File: src/rtl/alu4_pkg.sv
// Shared definitions for the 4-bit ALU response checker: opcodes, flag-vector
// layout and the default counter width.
package alu4_pkg;

  typedef enum logic [2:0] {
    OpAdd = 3'b000,
    OpSub = 3'b001,
    OpAnd = 3'b010,
    OpOr  = 3'b011,
    OpXor = 3'b100,
    OpNot = 3'b101,
    OpShl = 3'b110,
    OpShr = 3'b111
  } alu_op_e;

  // Bit positions inside the packed flag vector {nf, zf, cf, ovf, Cout}.
  localparam int unsigned FlagNf   = 4;
  localparam int unsigned FlagZf   = 3;
  localparam int unsigned FlagCf   = 2;
  localparam int unsigned FlagOvf  = 1;
  localparam int unsigned FlagCout = 0;
  localparam int unsigned FlagW    = 5;

  localparam int unsigned CntWDefault = 16;

endpackage

File: src/rtl/alu4_ref.sv
// Combinational golden model of the 4-bit ALU: expected result and flags for a
// given opcode and operand pair.
module alu4_ref
  import alu4_pkg::*;
(
  input  logic [2:0] alusel,
  input  logic [3:0] a,
  input  logic [3:0] b,
  output logic [3:0] y_exp,
  output logic       nf_exp,
  output logic       zf_exp,
  output logic       cf_exp,
  output logic       ovf_exp,
  output logic       cout_exp
);

  logic [4:0] add_sum;
  logic [4:0] sub_sum;

  // SUB is a + ~b + 1, so its carry out is 1 when no borrow occurred.
  assign add_sum = {1'b0, a} + {1'b0, b};
  assign sub_sum = {1'b0, a} + {1'b0, ~b} + 5'd1;

  always_comb begin
    y_exp   = 4'h0;
    cf_exp  = 1'b0;
    ovf_exp = 1'b0;
    unique case (alu_op_e'(alusel))
      OpAdd: begin
        y_exp   = add_sum[3:0];
        cf_exp  = add_sum[4];
        ovf_exp = (a[3] == b[3]) && (add_sum[3] != a[3]);
      end
      OpSub: begin
        y_exp   = sub_sum[3:0];
        cf_exp  = sub_sum[4];
        ovf_exp = (a[3] != b[3]) && (sub_sum[3] != a[3]);
      end
      OpAnd: y_exp = a & b;
      OpOr:  y_exp = a | b;
      OpXor: y_exp = a ^ b;
      OpNot: y_exp = ~a;
      OpShl: begin
        y_exp  = {a[2:0], 1'b0};
        cf_exp = a[3];
      end
      OpShr: begin
        y_exp  = {1'b0, a[3:1]};
        cf_exp = a[0];
      end
      default: y_exp = 4'h0;
    endcase
  end

  assign nf_exp   = y_exp[3];
  assign zf_exp   = (y_exp == 4'h0);
  assign cout_exp = cf_exp;

endmodule

File: config.mk
export PLATFORM = sky130hd
export DESIGN_NAME = alu4_ref
export DESIGN_NICKNAME = d
export VERILOG_FILES = /design/src/rtl/alu4_pkg.sv /design/src/rtl/alu4_ref.sv
export SDC_FILE = /design/constraint.sdc
export NUM_CORES = 1
export LEC_CHECK = 0
export BUFFER_PORTS_ARGS = -buffer_cell sky130_fd_sc_hd__buf_4
export CAP_MARGIN = 30
export CORE_MARGIN = 1
export CORE_UTILIZATION = 56
export DETAILED_ROUTE_END_ITERATION = 12
export PLACE_DENSITY_LB_ADDON = 0.12
export SLEW_MARGIN = 10
export SYNTH_ARGS = -nofsm -noshare
export SYNTH_HDL_FRONTEND = slang
export SYNTH_SLANG_ARGS = --single-unit
File: constraint.sdc
create_clock -name vclk -period 1.7
set_input_delay 0 -clock vclk [all_inputs]
set_output_delay 0 -clock vclk [all_outputs]
set_load 0.005 [all_outputs]
==> flow_summary.json <==
{
  "ys_types": 37,
  "hp-class": "input pin to primary output",
  "worst_setup_path_start_kind": "input pin",
  "layout_common_cells": "23 x buf_4, 13 x inv_1, 10 x ha_1",
  "routed_via_density": 5.72,
  "cp_data_required_time_ps": 1700,
  "drc": 0,
  "synthCells": 90,
  "antenna_found_initial": 0,
  "first_pass_iters": 4,
  "die_y_um": 38.0,
  "design.seq.count": 0,
  "grt_max_degree": 21,
  "crit_end": "zf_exp",
  "grt_pass1_wl_um": 2390,
  "max_cap_viol_count": 0,
  "leakage_nw": 0.420,
  "worstSetupPathType": "input pin to primary output",
  "crit_start": "a[0]",
  "final.min_clock_period_ps": 1700,
  "ys_seq_area_share_pct": 0,
  "rsz0062_at_grt": "true",
  "endpoint_kind": "primary output",
  "dieArea_um2": 1450,
  "final_common_cell": "buf_4",
  "ir_drop_v": 0.000183,
  "hold_slack_ps": 369,
  "powerDensity_nw_per_um2": 309,
  "final_layout_size_suffix_gt1_share_pct": 34.6,
  "arrival_ps": 1700,
  "synth.net_count": 115,
  "nClkBuffers": 0,
  "fmax_mhz": 589,
  "die_w_um": 38.0,
  "grt_pass1_vias": 567,
  "wl_per_cell_um": 12.7,
  "min_period_over_period_pct": 99.8,
  "final-seq-area_um2": 0,
  "start_util_pct": 62.9,
  "cpPeakStageDelay_ps": 480,
  "core_region_area_um2": 1160,
  "rows": 12,
  "status": "finished clean",
  "n_fill_cell": 98,
  "port_buffers": 20,
  "via_count": 675,
  "setup_viol": 0,
  "worstPathCellList": "buf_4 > inv_1 > ha_2 > fa_2 > mux4_2 > o21ai_2 > nor4_2 > buf_4",
  "grt-ovfl-total": 0,
  "gp_congestion": 0.848,
  "ant_nets": 0,
  "ios": 20,
  "drtIter0Drc": 14,
  "dp_slack_ps": -26.2,
  "antennaDiodeCount": 0,
  "synthToLayoutAreaGrowth_pct": 19.4,
  "nets": 131,
  "wirelength_um": 1500,
  "slowest_stage": "mux4_2",
  "setup_tns_ps": 0,
  "fin_ws_ps": 3.48,
  "slew_headroom_pct": 78.8,
  "postSynthAreaPerCell_um2": 8.08,
  "hold_viol_final": 0,
  "critical_path.most_common_cell": "buf_4",
  "tightest_slew_ps": 318,
  "yosys_warnings": 0,
  "slew_violations": 0,
  "syn_area_um2": 727,
  "grt_use_total_pct": 22.5,
  "worstPathMaxFanout": 5,
  "dp_hpwl_um": 1210
}
==> Yosys cell counts (2+ instances only) <==
library cell	number	area, um2
nand3_1	2	10.0
nor3b_1	2	15.0
mux4_2	2	45.0
o31ai_1	2	15.0
buf_6	2	22.5
nand2_1	5	18.8
nor2_1	4	15.0
ha_1	12	150
a21oi_1	6	30.0
inv_1	13	48.8
a211oi_1	2	15.0
a21o_1	2	15.0
xor2_1	2	17.5
o21bai_1	2	15.0
xnor2_1	4	35.0
buf_4	3	22.5
fa_1	2	40.0
mux2i_1	2	20.0
nand3b_1	3	22.5
==> routing by layer <==
layer	vias up	track usage, %	share of wire [%]
met5	-	0	0
met4	0	0	0
met3	0	0	2.3
met2	14	40.7	51
met1	322	31.6	47
li1	339	-	-
==> report_power, final <==
part           total, mW  internal, mW  switching (mW)
combinational      0.268         0.135           0.133
clock                  0             0               0
sequential             0             0               0
==> cell families after synthesis <==
group	Yosys count	share of synthesized area, %
mux	4	8.95
simple gates	20	16.0
xor+xnor	6	7.23
buf+inv	23	17.2
fa+ha+maj	14	26.2
compound gates	23	24.4
==> metrics by stage <==
stage	instances	utilization [%]	power [mW]	instance area (um2)
after floorplan	90	-	0.180	727
after CTS	118	74.8	0.265	865
final	118	75.1	0.268	868
after detailed placement	118	73.1	0.261	845
after global routing	118	75.1	0.296	868
after global placement	118	73.1	0.256	845
==> worst min path at each step <==
stage / start / end / slack [ps] / cells after the start
after floorplan: alusel[2] / ovf_exp / 160 / 2
after detailed placement: alusel[2] / ovf_exp / 370 / 3
after CTS: alusel[2] / ovf_exp / 370 / 3
after global routing: alusel[2] / ovf_exp / 380 / 3
after global placement: alusel[2] / ovf_exp / 360 / 3
final: alusel[2] / ovf_exp / 370 / 3
==> timing repair <==
action,4_1_cts,5_1_grt
hold buffers,0,0
resized for setup,5,1
pin swaps,3,2
setup endpoints to repair,1,5
setup buffers,0,0
==> worst max-delay path, delay by kind of cell <==
kind / cells / cell delay, ps
fa+ha+maj: 2 / 620
compound gates: 1 / 180
simple gates: 1 / 60
buf+inv: 3 / 360
mux: 1 / 480
==> cell type report <==
cell class,instances,area [um2],area share [%]
tap,14,17.5,2.02
multi-input combinational,67,626,72.0
timing repair buffer,23,173,19.9
inverter,14,52.6,6.05
Note: power is estimated with default switching activity, not from simulation.
